$ cat src/rtl/telemetria_tx_pkg.sv
// Shared constants, state encodings and packet byte builder for the
// telemetry UART transmitter.
package telemetria_tx_pkg;

  localparam logic [7:0] CABECALHO       = 8'hA5;
  localparam int         N_BYTES_SEM_CHK = 3;
  localparam int         N_BYTES_COM_CHK = 4;

  typedef enum logic [2:0] {
    OCIOSO  = 3'd0,
    INICIO  = 3'd1,
    DADOS   = 3'd2,
    PARADA  = 3'd3,
    PROXIMO = 3'd4,
    FIM     = 3'd5
  } estado_t;

  typedef enum logic [1:0] {
    FASE_LIVRE  = 2'd0,
    FASE_INICIO = 2'd1,
    FASE_DADOS  = 2'd2,
    FASE_PARADA = 2'd3
  } fase_t;

  typedef struct packed {
    logic [9:0] pontuacao;
    logic [1:0] nivel;
    logic       ganhou;
    logic       perdeu;
  } snapshot_t;

  // Byte idx of the packet built from the captured snapshot; idx 3 is the checksum.
  function automatic logic [7:0] byte_pacote(input snapshot_t s, input logic [1:0] idx);
    logic [7:0] b1;
    logic [7:0] b2;
    logic [7:0] res;
    b1 = {s.nivel, s.ganhou, s.perdeu, 2'b00, s.pontuacao[9:8]};
    b2 = s.pontuacao[7:0];
    case (idx)
      2'd0:    res = CABECALHO;
      2'd1:    res = b1;
      2'd2:    res = b2;
      default: res = CABECALHO ^ b1 ^ b2;
    endcase
    return res;
  endfunction

endpackage

$ cat src/rtl/uart_tx_byte.sv
// Bit-level 8N1 serializer: one start bit, eight data bits LSB first, one stop
// bit, each held t_bit cycles. A start on the last stop cycle chains bytes with no gap.
module uart_tx_byte
  import telemetria_tx_pkg::*;
#(
  parameter int CNT_W = 4,
  parameter int TW    = 4
) (
  input  logic          clock,
  input  logic          reset,
  input  logic          start,
  input  logic [7:0]    dado,
  input  logic [TW-1:0] t_bit,
  output logic          serial,
  output logic          fim_bit,
  output logic          fim_byte
);

  fase_t            fase;
  logic [CNT_W-1:0] cnt;
  logic [2:0]       bit_idx;
  logic [7:0]       sreg;
  logic [TW-1:0]    t_ult;

  assign t_ult    = t_bit - 1'b1;
  assign fim_bit  = (fase != FASE_LIVRE) && (TW'(cnt) == t_ult);
  assign fim_byte = (fase == FASE_PARADA) && fim_bit;

  always_ff @(posedge clock or negedge reset) begin
    if (!reset) begin
      fase    <= FASE_LIVRE;
      cnt     <= '0;
      bit_idx <= 3'd0;
      sreg    <= 8'd0;
      serial  <= 1'b1;
    end else if (start && (fase == FASE_LIVRE || fim_byte)) begin
      fase    <= FASE_INICIO;
      cnt     <= '0;
      bit_idx <= 3'd0;
      sreg    <= dado;
      serial  <= 1'b0;
    end else begin
      case (fase)
        FASE_INICIO: begin
          if (fim_bit) begin
            fase   <= FASE_DADOS;
            cnt    <= '0;
            serial <= sreg[0];
            sreg   <= {1'b0, sreg[7:1]};
          end else begin
            cnt <= cnt + 1'b1;
          end
        end
        FASE_DADOS: begin
          if (fim_bit) begin
            cnt <= '0;
            if (bit_idx == 3'd7) begin
              fase   <= FASE_PARADA;
              serial <= 1'b1;
            end else begin
              bit_idx <= bit_idx + 1'b1;
              serial  <= sreg[0];
              sreg    <= {1'b0, sreg[7:1]};
            end
          end else begin
            cnt <= cnt + 1'b1;
          end
        end
        FASE_PARADA: begin
          if (fim_bit) begin
            fase <= FASE_LIVRE;
            cnt  <= '0;
          end else begin
            cnt <= cnt + 1'b1;
          end
          serial <= 1'b1;
        end
        default: begin
          cnt    <= '0;
          serial <= 1'b1;
        end
      endcase
    end
  end

endmodule

$ cat src/rtl/telemetria_tx.sv
// Telemetry packet transmitter: snapshots score/level/flags on enviar and sends
// A5, B1, B2 (and the XOR checksum when TELEMETRIA_CHECKSUM_EN is defined) over 8N1 UART.
//
// state   | meaning
// OCIOSO  | idle, line high, waiting for enviar
// INICIO  | start bit of the current byte
// DADOS   | eight data bits, LSB first
// PARADA  | stop bit; at its end PROXIMO decides next byte or FIM
// PROXIMO | zero-duration decision, never held
// FIM     | one cycle: pronto pulses, ocupado already low
module telemetria_tx
  import telemetria_tx_pkg::*;
#(
  parameter int CLK_FREQ = 50000000,
  parameter int BAUD     = 115200
) (
  input  logic       clock,
  input  logic       reset,
  input  logic       enviar,
  input  logic [9:0] pontuacao,
  input  logic [1:0] nivel_dificuldade,
  input  logic       ganhou_ponto,
  input  logic       perdeu_ponto,
  output logic       serial,
  output logic       ocupado,
  output logic       pronto,
  output logic [3:0] db_estado
);

  localparam int T     = CLK_FREQ / BAUD;
  localparam int CNT_W = (T > 1) ? $clog2(T) : 1;
  localparam int TW    = $clog2(T + 1);
`ifdef TELEMETRIA_CHECKSUM_EN
  localparam int N_BYTES = N_BYTES_COM_CHK;
`else
  localparam int N_BYTES = N_BYTES_SEM_CHK;
`endif
  localparam logic [TW-1:0] T_BIT      = TW'(T);
  localparam logic [1:0]    ULTIMO_IDX = 2'(N_BYTES - 1);

  estado_t   estado;
  snapshot_t snap;
  logic [1:0] byte_idx;
  logic [1:0] idx_sel;
  logic [2:0] bit_cnt;
  logic [7:0] dado;
  logic       aceita;
  logic       ultimo;
  logic       start;
  logic       fim_bit;
  logic       fim_byte;

  // Start is combinational so the next start bit appears the cycle after acceptance
  // or immediately after the previous stop bit.
  assign aceita    = (estado == OCIOSO) && enviar;
  assign ultimo    = (byte_idx == ULTIMO_IDX);
  assign start     = aceita || (fim_byte && !ultimo);
  assign idx_sel   = aceita ? 2'd0 : byte_idx + 2'd1;
  assign dado      = byte_pacote(snap, idx_sel);
  assign db_estado = {1'b0, estado};

  uart_tx_byte #(
    .CNT_W (CNT_W),
    .TW    (TW)
  ) u_byte (
    .clock    (clock),
    .reset    (reset),
    .start    (start),
    .dado     (dado),
    .t_bit    (T_BIT),
    .serial   (serial),
    .fim_bit  (fim_bit),
    .fim_byte (fim_byte)
  );

  always_ff @(posedge clock or negedge reset) begin
    if (!reset) begin
      estado   <= OCIOSO;
      snap     <= '0;
      byte_idx <= 2'd0;
      bit_cnt  <= 3'd0;
      ocupado  <= 1'b0;
      pronto   <= 1'b0;
    end else begin
      pronto <= 1'b0;
      case (estado)
        OCIOSO: begin
          if (aceita) begin
            estado   <= INICIO;
            ocupado  <= 1'b1;
            byte_idx <= 2'd0;
            bit_cnt  <= 3'd0;
            snap     <= {pontuacao, nivel_dificuldade, ganhou_ponto, perdeu_ponto};
          end
        end
        INICIO: begin
          if (fim_bit) begin
            estado  <= DADOS;
            bit_cnt <= 3'd0;
          end
        end
        DADOS: begin
          if (fim_bit) begin
            if (bit_cnt == 3'd7) estado <= PARADA;
            else bit_cnt <= bit_cnt + 1'b1;
          end
        end
        PARADA: begin
          // The PROXIMO decision is folded into the last stop-bit cycle.
          if (fim_bit) begin
            if (!ultimo) begin
              estado   <= INICIO;
              byte_idx <= byte_idx + 2'd1;
            end else begin
              estado  <= FIM;
              ocupado <= 1'b0;
              pronto  <= 1'b1;
            end
          end
        end
        FIM:     estado <= OCIOSO;
        default: estado <= OCIOSO;
      endcase
    end
  end

endmodule

$ cat config.mk
export PLATFORM = sky130hd
export DESIGN_NAME = telemetria_tx
export DESIGN_NICKNAME = d
export VERILOG_FILES = /design/src/rtl/telemetria_tx_pkg.sv /design/src/rtl/uart_tx_byte.sv /design/src/rtl/telemetria_tx.sv
export SDC_FILE = /design/constraint.sdc
export NUM_CORES = 1
export LEC_CHECK = 0
export BUFFER_PORTS_ARGS = -buffer_cell sky130_fd_sc_hd__buf_2
export CORE_AREA = 2 2 95 97
export CTS_BUF_LIST = sky130_fd_sc_hd__clkbuf_8
export DETAILED_ROUTE_END_ITERATION = 8
export DIE_AREA = 0 0 97 99
export SYNTH_ARGS = -nofsm -noshare
export SYNTH_HDL_FRONTEND = slang
export SYNTH_SLANG_ARGS = --single-unit
$ cat constraint.sdc
create_clock -name clock -period 3.2 [get_ports clock]
set_clock_uncertainty 0.15 [all_clocks]
set_input_delay 0 -clock clock [delete_from_list [all_inputs] [get_ports clock]]
set_output_delay 0 -clock clock [all_outputs]
set_load 0.02 [all_outputs]
; Word level (Yosys, flattened, before mapping)
; Cells that the tools add are included.
; W data, S select, Z words.
[totals]
regBits = 47
in_bits = 17
[op_classes]
mux = 48
reduce_logical = 28
add_sub_neg = 4
bitwise = 2
eq_ne = 26
[ops]
columns = op, count
row1 = $mux W3, 14
row2 = $mux W8, 4
row3 = $mux W9, 3
row4 = $pmux W8 S3, 1
row5 = $mux W2, 9
row6 = $pmux W8 S2, 1
row7 = $reduce_and A5 Y1, 3
row8 = $pmux W3 S4, 1
row9 = $reduce_and A4 Y1, 3
row10 = $mux W1, 10
row11 = $ne A2 B2 Y1 const B, 5
row12 = $add A9 B1 Y9 const B, 1
row13 = $eq A9 B9 Y1 const B, 1
row14 = $ne A3 B1 Y1 const B, 3
row15 = $pmux W3 S3, 1
row16 = $eq A2 B2 Y1 const B, 4
row17 = $ne A2 B1 Y1 const B, 4
row18 = $reduce_bool A2 Y1, 4
row19 = $xor A8 B8 Y8, 1
row20 = $add A3 B1 Y3 const B, 2
row21 = $eq A3 B2 Y1 const B, 2
row22 = $eq A3 B3 Y1 const B, 2
row23 = $ne A3 B2 Y1 const B, 2
row24 = $pmux W2 S3, 1
row25 = other kinds (16), 26

; Logic depth before layout (Yosys ltp)
; Gate-level depths: netlist of the first run.
[logic_depth]
word_depth = 8
ltp_mapped = 8
mapped_depth_nobuf = 7

; Modules after synthesis
; A second synthesis of the first run with hierarchy kept.
[unflattened]
cells_unflattened = 313
area_unflattened_um2 = 2936.6
[by_module_without_submodules]
columns = mod, cells_per_inst, area_each_um2, n_inst, seq_area_each_um2
row1 = uart_tx_byte, 162, 1634.1, 1, 576.8
row2 = telemetria_tx, 151, 1302.5, 1, 600.6

; Worst setup path before layout of the first run
; No wires, ideal clock.
[synth_path]
path_type = register to register
startpoint = register u_byte.fase[0]
endpoint = register u_byte.sreg[1]
stages_incl_launch_ff = 8
setup_ns = 0.128
period_less_slack_ns = 2.216
setup_slack_ns = 0.984
n_path_buf = 0
arrival_ns = 1.938
path_cell_list = dfrtp_1 -> inv_1 -> ha_1 -> and4b_1 -> nand3_1 -> a22o_1 -> a21oi_4 -> mux2_1
[synth_via]
elab_chain_cells = 8
elab_cells_between_ends = 18
[synth_rtl]
columns = element, line_no
row1 = from (decl), uart_tx_byte.sv:19  ; fase_t fase;
row2 = from (signal assigned), uart_tx_byte.sv:31  ; fase <= FASE_LIVRE;
row3 = from (signal assigned), uart_tx_byte.sv:37  ; fase <= FASE_INICIO;
row4 = from (signal assigned), uart_tx_byte.sv:46  ; fase <= FASE_DADOS;
row5 = $reduce_bool A2 Y1, uart_tx_byte.sv:26  ; assign fim_bit = (fase != FASE_LIVRE) && (TW'(cnt) == t_ult);
row6 = $logic_and A1 B1 Y1, uart_tx_byte.sv:26
row7 = $logic_and A1 B1 Y1, uart_tx_byte.sv:27  ; assign fim_byte = (fase == FASE_PARADA) && fim_bit;
row8 = $logic_and A1 B1 Y1, telemetria_tx.sv:57  ; assign start = aceita || (fim_byte && !ultimo);
row9 = $logic_or A1 B1 Y1, telemetria_tx.sv:57
row10 = $logic_and A1 B1 Y1, uart_tx_byte.sv:36  ; end else if (start && (fase == FASE_LIVRE || fim_byte)) begin
row11 = $ne A3 B2 Y1 (no source line) (tied with other cells), n/a
row12 = $reduce_and A4 Y1 (no source line), n/a
row13 = to (signal assigned), uart_tx_byte.sv:40  ; sreg <= dado;
row14 = to (signal assigned), uart_tx_byte.sv:49  ; sreg <= {1'b0, sreg[7:1]};
row15 = to (signal assigned), uart_tx_byte.sv:63  ; sreg <= {1'b0, sreg[7:1]};
row16 = to (decl), uart_tx_byte.sv:22  ; logic [7:0] sreg;
; Several ways; a longest one is shown, not always the timed one.
; A chain may end at the register's enable or synchronous reset.

; Worst setup path after layout of the first run
; Ends and elaborated chain as after synthesis.

==> results.md, run 1 <==
- The proportion of synthesized area in mux cells is 10.6%.
- For this run, the leading register cell type out of synthesis is dfrtp_1.
- The initial antenna violation count is 0.
- The mapped netlist covers 2490 sq um.
- The number of placement rows is 34.
- The type of the most critical hold path is input pin to asynchronous set/reset pin.
- The global-route wire length before repair is between 8000 and 9000 um.
- The critical path in this run is classified as flop to flop.
- Sorting the synthesized cells by how often they occur yields 46 x dfrtp_1, 34 x nor2_1, 17 x mux2_2, 12 x ha_1, 12 x xnor2_1.
- The average cell area after synthesis is between 10 and 15 sq um.
- The count of nets left with antenna violations once routing finished came out at 0.
- The effective utilization at floorplan is 29.1%.
- The number of levels the H-tree was split into is 2.
- Yosys instantiated no cell more often than dfrtp_1.
- The complex-gate fraction of the synthesized area is 9.45%.
- The via count of the first global-routing pass came to 1770.
- The power density over the cells is 380 nW/um^2.
- The placed instances occupy a cell area of 2700 sq um.
- The count of endpoints failing hold in the final timing report came to 0.
- After detailed routing, the average wire length per cell comes to 12.7 um.
- The number of top-level design ports is 24.
- The critical path goes through inv_1, ha_1, and4b_1, nand3_1, a22o_1, a21oi_4, mux2_1.
- The largest total area in the synthesized netlist belongs to dfrtp_1.
- The peak clock frequency supported by timing is around 400 MHz.
- The clock reaches the later pin of the worst-skew pair after 0.30 ns.
- The CTS sink count is 47.
- From left edge to right edge, the die measures 97 um.
- The clock passes through at most 2 buffers.
- The number of clock buffers inserted by TritonCTS is 5.
- The buffer and inverter count on the worst path is 1.
- For the worst setup path, the data arrival time is 2.53 ns.
- Using the TritonRoute via totals, the vias-per-cell ratio works out to 4.64.
- Cells with a size suffix above 1 make up 18.4% of the layout.
- The post-synthesis adder-cell area fraction is 6.03%.
- For this run, the post-layout net count is 305.
- The post-layout instance area is 2980 sq um.
- The height of the die is 99 um.
- The die covers 9600 sq um.
- The number of hold buffers added after CTS is 16.
- For the final routed database, the setup TNS stands at 0 ns.
- The post-synthesis cell type count is 42.
- The worst voltage drop across the vdd grid is 0.165 mV.
- The number of nets produced by synthesis is between 200 and 300.
- The pre-antenna-repair detailed-routing pass consisted of 4 iterations.
- The area added between synthesis and finish is 19.7%.
- Of the total synthesized cell area, the portion taken by XOR and XNOR cells is under 10%.
- Port buffering added 22 buffers.
- The master of the slowest instance on the critical path is dfrtp_1.
- The worst path needs 2.50 ns of the cycle, external delays included.
- The yosys synthesis warning count is 0.
- The count of max-cap constraint violations is 0.
- In this run, synthesis inferred 0 flip-flops with an integrated enable.
- The area fraction in and, or, nand and nor cells after synthesis is between 10% and 20%.
- STA classifies the critical path startpoint as a flop.
- The antenna cell count is 0.
- The filler cells instantiated in the layout total between 800 and 900.
- The worst setup path is captured at a flop.
- Headroom to the max-slew limit came out at approximately 29%.
- The critical path's top delay family is compound AO/OA/AOI/OAI gates.
- For this run, the slowest stage of the critical path takes 0.41 ns.
- For this block, the via count after detailed routing is approximately 1800.
- The CTS tree is built.
- For this block, the routed nets add up to 4900 um of wire.
- The fraction of the yosys area taken by sequential cells is 47.3%.
- The largest fanout of any net on the critical path is 8.
- The total overflow left after global routing is 0.
- The flow ran to the end, and the final reports show no timing, DRC or antenna violations.
- Clock-pin slew was measured on the worst setup and hold paths at 0.09 ns.
- The area share of the leading cell type in the synthesized netlist is 46.3%.
- The total count of max-transition violations in the final report is 0.
- The worst-margin pin slew is 1.06 ns.
- Entering global routing, the biggest net connects 48 pins.
- The final count of negative-setup-slack endpoints is 0.
- Cells fill 34.8% of the core in the end.
- The cell count after synthesis is 239.
- Summed over all cells, the static leakage comes to 1.33 nW.
- After synthesis, the largest family of logic cells by area is simple AND/OR/NAND/NOR gates.
- The number of DRC markers in iteration 0 is slightly below 60.
- After synthesis the netlist holds a flip-flop and latch count of 47.
- For this run, design rule violations remaining after detail routing come to 0.
- The core footprint is 8550 sq um.
- The total routing resource utilization after global routing is ~11%.
- The number of setup buffers added after CTS is 0.
- Setup repair after global routing left no endpoint under its margin.
- The fraction of the cycle the final worst path needs is between 70% and 80%.
- Of all flip-flops after synthesis, the portion carrying an async set or reset was 100%.
- The detailed placer's ending HPWL is 3410 um.
- The master cell of the clock root buffer is clkbuf_8.
- STA puts the critical path data required time at 3.23 ns.
- Sorting the synthesized cells by area gives the leading types as dfrtp_1 46%, mux2_2 7.7%, ha_1 6.0%.
- The post-CTS resize count is 0.
- At the end of routability-driven placement, the weighted congestion stood at 0.770.
metrics by stage:
stage | total power, W | setup slack [ns] | hold slack, ns | instances
CTS | 0.00115 | 0.696 | 0.296 | 385
global placement | 0.000674 | 0.811 | 0.0843 | 361
detailed placement | 0.000675 | 0.727 | 0.0854 | 361
global route | 0.00118 | 0.484 | 0.307 | 385
floorplan | 0.000648 | 0.984 | -0.446 | 239
finish | 0.00113 | 0.700 | 0.303 | 385
flip-flops by register name, summed over array words and instances, names as in the netlist:
register	count
estado	3
snap	14
byte_idx	2
u_byte.bit_idx	3
u_byte.fase	2
u_byte.sreg	8
ocupado	1
bit_cnt	3
pronto	1
u_byte.serial	1
u_byte.cnt	9
path summary, 6_finish.rpt:
| path | start | endpoint | slack (ns) | depth (start not counted) |
|---|---|---|---|---|
| setup / recovery | u_byte.fase[0] | u_byte.sreg[1] | 0.70 | 7 |
| hold / removal | reset | u_byte.sreg[1] | 0.30 | 2 |
| setup reg to reg | u_byte.fase[0] | u_byte.sreg[1] | 0.70 | 7 |
| hold reg to reg | u_byte.cnt[0] | u_byte.cnt[0] | 0.35 | 1 |
| max in group asynchronous | reset | estado[1] | 1.95 | 2 |
| min in group clock | pontuacao[9] | snap[13] | 0.30 | 3 |
where the power goes:
part           switching (W)  internal (W)  total [W]
Clock               0.000202      0.000253   0.000455
Combinational      0.0000284     0.0000368  0.0000652
Sequential        0.00000570      0.000605   0.000611
area by class of cell:
cell class	count	area (sq um)	share of cell area, %
repair buffers	39	278	9.32
well taps	108	135	4.54
inverters	9	33.8	1.13
clock buffers	6	82.6	2.77
flip-flops and latches	47	1180	39.5
clock inverters	2	35.0	1.18
multi-input cells	174	1240	41.5
placed cells by master, fill, tap and decap left out, types with 3 or more instances in the layout:
cell	n
inv_1	9
ha_1	12
and3_1	7
nor2_1	34
xnor2_1	12
mux2_2	17
dlygate4sd3_1	16
nand2_1	10
dfrtp_1	46
nand3_1	7
or3_1	4
and2_1	3
buf_2	22
o32a_1	3
a21oi_1	7
xor2_1	4
o21ai_0	11
nand2b_1	3
o22ai_1	5
nor2b_1	8
mux2i_1	5
clkbuf_8	6
per-layer routing:
layer / up-vias / share of wire (%) / GRT usage (%)
li1: 900 / - / -
met1: 857 / 50 / 14.7
met2: 25 / 46 / 18.0
met3: 5 / 2.9 / 2.27
met4: 0 / 1.4 / 3.58
met5: - / 0 / 0
logic make-up after synthesis:
family                   after synthesis
AO/OA/AOI/OAI                         36
XOR/XNOR                              16
adder cells (fa/ha/maj)               12
buffers and inverters                 18
flip-flops                            47
multiplexers                          24
other                                  1
AND/OR/NAND/NOR                       85
No activity file was read; power rests on OpenSTA's default activity.
==> inputs of run 2 (changes only) <==
==> constraint.sdc (replaced) <==
create_clock -name clock -period 2.55 [get_ports clock]
set_clock_uncertainty 0.15 [all_clocks]
set_input_delay 0 -clock clock [delete_from_list [all_inputs] [get_ports clock]]
set_output_delay 0 -clock clock [all_outputs]
set_load 0.02 [all_outputs]
==> run 2 against run 1 <==
  * Sequential cell count stayed put
  * Core utilization is 0.48 points higher
  * Register-to-register slack worse by 0.49 ns
  * Largest cell class unchanged
  * First-iteration DRC count is 17% higher
  * Sequential power is 26% higher
  * Design area is 1.4% higher
  * Sequential share of layout area is 0.54 points lower
==> results.md, run 2 (same netlist as run 1, synthesis figures left out) <==
- The run finished with clean final reports.
- For this configuration, the core starts out at a cell density of 29.1%.
- The number of filler instances in the final layout is 837.
- In this run, the combinational gates consume ~5.5% of the power.
- Port buffering added 22 buffers.
- The via count of the first global-routing pass came to approximately 1800.
- The total routed wirelength is approximately 4800 um.
- The post-CTS resize count is 0.
- STA classifies the critical path startpoint as a flop.
- The initial antenna violation count was 0.
- The first TritonRoute pass finished after 4 iterations.
- At the pin with the least slew margin, the transition time is 1.03 ns.
- The antenna cell count is 0.
- The total count of max-transition violations in the final report was 0.
- The clock transition at the registers of the reported paths is approximately 0.090 ns.
- The post-placement cell area is ~2700 sq um.
- The signal arrival time at the worst endpoint is 2.37 ns.
- The data required time of the worst path is 2.58 ns.
- The leakage power summed over all cells is 1.35 nW.
- The final count of negative-setup-slack endpoints is 0.
- The HPWL after detailed placement is 3420 um.
- The headroom to the max-slew limit is 31.5%.
- The critical path endpoint category is a flop.
- The type of the most critical hold path is input pin to asynchronous set/reset pin.
- For this block, the via count after detailed routing is 1796.
- The power density over the cells is 493 nW/um^2.
- After global routing the overflow that remains totals 0.
- In this run the standard cell core region covers 8550 sq um.
- The internal power of the cells totals 0.00120 W.
- The clock passes through at most 2 buffers.
- Entering global routing, the biggest net connects 48 pins.
- The number of clock buffers inserted by TritonCTS is 5.
- The share of total power dissipated in the clock network is 43.0%.
- The part of the total power dissipated in sequential elements is between 50 and 60%.
- Setup repair after global routing left no endpoint under its margin.
- Derived from the worst setup path, the maximum achievable clock frequency is 427 MHz.
- The most common library cell in the layout ignoring fill and taps is dfrtp_1.
- The net switching power is roughly 0.00029 W.
- The detailed router finished its first iteration with 68 violations.
- The H-tree generated during clock tree synthesis spans 2 levels.
- Net switching is 19.6% of the power.
- The routability congestion estimate from global placement is 0.757.
- The number of setup buffers added after CTS is 0.
- The CTS tree is built.
- Max-cap violations in this run came to 0.
- During I/O placement, the number of pins put on the boundary was 24.
- The register with the most flip-flops in the layout has 14 of them.
- Across all register-to-register paths, the minimum setup slack is 0.21 ns.
- For this run, the post-layout net count is 308.
- The post-route minimum period is 2.34 ns.
- The clock network latency to the later pin of the worst-skew pair is 0.29 ns.
- Summed over all failing endpoints, the final setup total negative slack is 0 ns.
- The library cells used most frequently in the layout, excluding fill and tap cells, are 46 x dfrtp_1, 34 x nor2_1, 22 x buf_2.
- The detailed-route DRC error count is 0.
- The area of the die is 9600 sq um.
- The fraction of the cycle the final worst path needs is between 90% and 100%.
- The height of the die is 99 um.
- The area of the multi-input gates is 1240 sq um.
- The number of placement rows is 34.
- The post-layout instance area is 3020 sq um.
- The worst setup path is of the flop to flop kind.
- In the routed layout, each cell is associated on average with a via count of 4.63.
- Clock tree synthesis found a total of 47 sinks.
- The share of cells above drive strength 1 is 19.3%.
- VDD sags by at most ~0.28 mV.
- The total area of sequential cells is about 1200 sq um.
- The average routed wire per standard cell is 12.3 um.
- The floorplan step set the die width to ~97 um.
- The count of endpoints failing hold in the final timing report is 0.
- The register name with the most flops is snap.
- The master cell of the clock root buffer is clkbuf_8.
- From synthesis to final layout, the design area changed by 21.4%.
- The number of nets still failing antenna checks after routing is 0.
- The largest fanout of any net on the critical path is 8.
- The largest registers in the layout are snap x14, u_byte.cnt x9, u_byte.sreg x8.
- In the global route stage, overall resource usage came out at 10.4%.
- The global-route wire length before repair is 8460 um.
==> run 2: timing repair <==
item                                    4_1_cts  5_1_grt
hold buffers                                 16        0
hold endpoints to repair                     61        0
endpoints found under the setup margin        0        0
==> run 2: power groups by stage <==
stage / sequential (W) / combinational, W / clock, W
floorplan: 0.000780 / 0.0000328 / 0
global placement: 0.000781 / 0.0000646 / 0
detailed placement: 0.000781 / 0.0000652 / 0
CTS: 0.000767 / 0.0000838 / 0.000654
global route: 0.000769 / 0.0000920 / 0.000682
finish: 0.000767 / 0.0000818 / 0.000640
==> run 2: critical path, stage by stage (launching register included) <==
cell	delay, ns
dfrtp_1	0.41
inv_1	0.10
ha_1	0.23
and4b_1	0.31
nand3_1	0.11
a22o_1	0.28
a21oi_4	0.27
mux2_1	0.36
==> run 2: layer usage <==
layer,global-route usage (%),part of all wire (%),vias up
met5,0,0,-
met4,2.93,0.94,0
met3,1.99,2.7,5
met2,17.8,47,27
met1,13.5,49,862
li1,-,-,902
==> run 2: final timing paths <==
check,start,to,depth (start not counted)
setup reg to reg,u_byte.fase[0],u_byte.sreg[4],7
min in group clock,pontuacao[7],snap[11],3
setup / recovery,u_byte.fase[0],u_byte.sreg[4],7
hold reg to reg,u_byte.serial,u_byte.serial,2
max in group asynchronous,reset,byte_idx[1],2
hold / removal,reset,u_byte.bit_idx[1],2
==> run 2: layout make-up <==
type                       count  area share (%)
clock inverter                 3            2.24
sequential                    47            39.0
clock buffer                   5            2.28
tap                          108            4.47
multi-input combinational    174            41.0
timing repair buffer          42            9.94
inverter                       9            1.12
==> run 2: stage by stage <==
| stage | utilization, % | total power, W | std cells | setup WS (ns) | hold slack [ns] |
|---|---|---|---|---|---|
| floorplan | - | 0.000813 | 239 | 0.334 | -0.446 |
| global placement | 31.9 | 0.000846 | 364 | 0.282 | 0.0835 |
| finish | 35.3 | 0.00149 | 388 | 0.209 | 0.293 |
| detailed placement | 31.9 | 0.000847 | 364 | 0.227 | 0.0886 |
| CTS | 35.3 | 0.00150 | 388 | 0.185 | 0.303 |
| global route | 35.3 | 0.00154 | 388 | 0.0453 | 0.316 |
==> inputs of run 3 (changes only) <==
--- a/config.mk
+++ b/config.mk
@@ -5,11 +5,13 @@
 export SDC_FILE = /design/constraint.sdc
 export NUM_CORES = 1
 export LEC_CHECK = 0
+export ABC_CLOCK_PERIOD_IN_PS = 2550
 export BUFFER_PORTS_ARGS = -buffer_cell sky130_fd_sc_hd__buf_2
-export CORE_AREA = 2 2 95 97
+export CORE_AREA = 2 2 102 104
 export CTS_BUF_LIST = sky130_fd_sc_hd__clkbuf_8
 export DETAILED_ROUTE_END_ITERATION = 8
-export DIE_AREA = 0 0 97 99
+export DIE_AREA = 0 0 104 106
 export SYNTH_ARGS = -nofsm -noshare
 export SYNTH_HDL_FRONTEND = slang
+export SYNTH_HIERARCHICAL = 1
 export SYNTH_SLANG_ARGS = --single-unit
==> run 3 against run 2 <==
  * Final cell count grew 40%
  * Largest power group is now combinational logic
  * Total power grew 100%
  * Clock power decreased by 7.2%
  * Largest cell class unchanged
==> results.md, run 3 <==
- In the routed design, unresolved DRC markers number 0.
- Dividing the detail-routed wire length by the instance count gives 11.1 um.
- The synthesized design spends more area on one cell type than any other, namely dfrtp_1.
- The count of endpoints failing hold in the final timing report is 0.
- The worst pin sits at a relative slew slack of 48.2%.
- The dominant combinational cell family by area after synthesis is simple AND/OR/NAND/NOR gates.
- Counting flops with an async set or reset pin after synthesis yields a share of 100%.
- Based on the critical path, the design can be clocked at up to 404 MHz.
- The initial antenna violation count was 0.
- The minimum setup slack among reg-to-reg paths is 0.08 ns.
- The most common library cell in the layout ignoring fill and taps is nand2_1.
- The number of clock buffers inserted by TritonCTS is 5.
- The synthesized netlist contains between 50 and 60 unique library cells.
- The maximum clock insertion buffer count is 2.
- On the final layout, the worst hold slack is approximately 0.15 ns.
- The critical path's top delay family is simple AND/OR/NAND/NOR gates.
- Of the total power, registers draw between 30% and 40%.
- The yosys synthesis warning count is 6.
- The count of max-cap constraint violations is 0.
- The pin count of the biggest net entering global routing is 33.
- For this configuration, the core starts out at a cell density of 29.4%.
- A synthesized cell averages 9.38 sq um.
- The routability congestion estimate from global placement is 0.792.
- The core footprint is 10000 sq um.
- After Yosys synthesis, full adders, half adders and majority gates account for 5.97% of the synthesized area.
- The fraction of the cycle the final worst path needs is 97.0%.
- The worst setup path is launched from a flop.
- The library cell with the highest instance count after synthesis is nand2_1.
- The register name with the most flops is snap.
- The fraction of the yosys area taken by sequential cells is 40.1%.
- The cell sitting at the root of the clock tree is a clkbuf_8.
- For the final routed database, the setup TNS stands at 0 ns.
- The routed design could run at a clock period as short as 2.47 ns.
- The area added between synthesis and finish is 33.6%.
- Summed over all nets, the half-perimeter wirelength after detailed placement is 4170 um.
- The area fraction in and, or, nand and nor cells after synthesis is around a quarter.
- In this design, the stage delay of the slowest critical-path cell is approximately 0.42 ns.
- The later pin in the worst-skew pair is clocked with a latency of roughly 0.31 ns.
- The synthesized netlist devotes roughly 7.5% of its cell area to XOR and XNOR gates.
- After global routing the overflow that remains totals 0.
- The clock drives 47 sinks.
- The die covers 11000 sq um.
- The internal cell power is 0.00192 W.
- The number of nets still failing antenna checks after routing is 0.
- After clock tree synthesis, the clock-pin slew on the worst setup and hold paths is 0.09 ns.
- The placement-stage worst setup slack is 0.0230 ns.
- The worst setup path is captured at a flop.
- The number of nets in the final layout is 436.
- By area the synthesized netlist is led by dfrtp_1 39%, nand2_1 6.4%, ha_1 6.0%.
- The CTS tree is built.
- For this design the total switching power over the nets is 0.00110 W.
- Across the VDD grid, the largest voltage drop is around 0.33 mV.
- The cell count after synthesis is 313.
- The via count of the first global-routing pass is 2178.
- The most used flip-flop cell after synthesis is dfrtp_1.
- 0 antenna diodes ended up in the layout.
- The worst-margin pin slew is 0.777 ns.
- The proportion of synthesized area in mux cells is 4.09%.
- The number of enable flip-flop cells after synthesis is 0.
- The slowest stage of the critical path belongs to the cell dfrtp_1.
- STA puts the critical path data arrival time at 2.56 ns.
- The register with the most flip-flops in the layout has 14 of them.
- The data required time of the worst path is 2.63 ns.
- The number of levels the H-tree was split into is 2.
- Summed over all layers, the routed wires come to 6040 um.
- The number of vias per cell after detailed routing is 4.33.
- In this run switching power makes up between 30 and 40% of total power.
- The library cells used most frequently in the layout, excluding fill and tap cells, are 50 x nand2_1, 45 x dfrtp_1, 34 x conb_1.
- Of all nets on the critical path, the largest fanout is 5.
- The final worst setup slack is 0.0765 ns.
- The critical path contains buffers and inverters numbering 2 combined.
- The total routing resource utilization after global routing is 10.9%.
- The share of cells above drive strength 1 is approximately 24%.
- Row generation in the floorplan step produced 37 rows.
- After the first detailed-routing iteration, the DRC count stood at 110.
- The flow ran to the end, and the final reports show no timing, DRC or antenna violations.
- In this run the static leakage power is just under 2 nW.
- Traced cell by cell, the critical path runs through xor2_2, a211oi_2, or2_1, o2111a_4, and3_4, a21o_1, and2_4, a41oi_4, buf_12, clkbuf_16, nand2_1, mux2i_1.
- For this design the ratio of total power to cell area is 770 nW/um^2.
- The post-layout utilization of the core is around 39%.
- After synthesis the netlist holds a flip-flop and latch count of 47.
- By startpoint and endpoint, the worst setup path is classified as flop to flop.
- During placement, the flow inserted port buffers numbering 22.
- The largest registers in the layout are snap x14, u_byte/cnt x9, u_byte/sreg x8.
- From bottom edge to top edge, the die measures 106 um.
- Per report_power, the combinational group accounts for 42.3% of the total.
- The synthesized netlist devotes around 11% of its cell area to compound gates.
- The final count of negative-setup-slack endpoints is 0.
- The number of top-level design ports is 24.
- The synthesized design devotes to its leading area cell type 39.2% of total area.
- The final route contains 2345 vias.
- The die is 104 um wide.
- For this run, the detailed router's first-pass iteration total came to 4.
- The global-route wire length before repair is 10100 um.
- The post-synth design cell area is 2940 sq um.
- By count the netlist is led by 50 x nand2_1, 46 x dfrtp_1, 29 x nor2_1.
- The type of the most critical hold path is input pin to asynchronous set/reset pin.
- The clock share of power is 19.6%.
- The total count of max-transition violations in the final report is 0.
## run 3: layer usage
metal,share of wire (%),track usage [%],vias to the layer above
li1,-,-,1195
met1,49,15.1,1120
met2,48,17.4,23
met3,1.5,1.47,7
met4,1.6,4.05,0
met5,0,0,-
## run 3: worst paths after layout
| path | startpoint | depth (start not counted) | endpoint |
|---|---|---|---|
| setup / recovery | u_byte/cnt[8] | 12 | u_byte/fase[1] |
| hold / removal | reset | 2 | u_byte/bit_idx[1] |
| setup reg to reg | u_byte/cnt[8] | 12 | u_byte/fase[1] |
| hold reg to reg | snap[0] | 2 | snap[0] |
| max in group asynchronous | reset | 3 | snap[7] |
| min in group clock | perdeu_ponto | 4 | snap[0] |
## run 3: area by class of cell
type,count,area (sq um)
clock buffers,6,82.6
clock inverters,2,38.8
fillers,1018,6080
inverters,15,56.3
multi-input cells,268,1820
flip-flops and latches,47,1180
well taps,136,170
repair buffers,68,572
## run 3: what timing repair did
| item | CTS | global route |
|---|---|---|
| hold buffers | 16 | 0 |
| resized for setup | 0 | 16 |
| setup endpoints to repair | 1 | 26 |
| setup buffers | 0 | 3 |
| hold endpoints to repair | 44 | 0 |
| pin swaps | 1 | 3 |
| gates cloned | 0 | 3 |
## run 3: worst reg2reg max path, delay by kind of cell (launching register included)
family / cells / cell delay (ns)
mux: 1 / 0.11
flops: 1 / 0.42
simple gates: 4 / 0.63
compound gates: 4 / 0.63
buf+inv: 2 / 0.30
xor+xnor: 1 / 0.18
## run 3: cell families after synthesis
logic type	count (synthesis)
other cells	2
buf+inv	30
xor+xnor	25
flops	47
compound gates	42
fa+ha+maj	14
simple gates	141
mux	12
## run 3: power by group through the flow
stage | combinational (W) | sequential, W | clock (W)
final | 0.00128 | 0.00115 | 0.000594
after global routing | 0.00145 | 0.00118 | 0.000633
after CTS | 0.00121 | 0.00115 | 0.000617
after detailed placement | 0.00118 | 0.00116 | 0
after global placement | 0.00116 | 0.00115 | 0
after floorplan | 0.000868 | 0.00114 | 0
## run 3: metrics by stage
stage               total power (W)  area [sq um]  cells
global placement            0.00231          3460    513
floorplan                   0.00201          3060    345
finish                      0.00302          3920    542
CTS                         0.00297          3740    537
global route                0.00326          3920    542
detailed placement          0.00235          3460    513
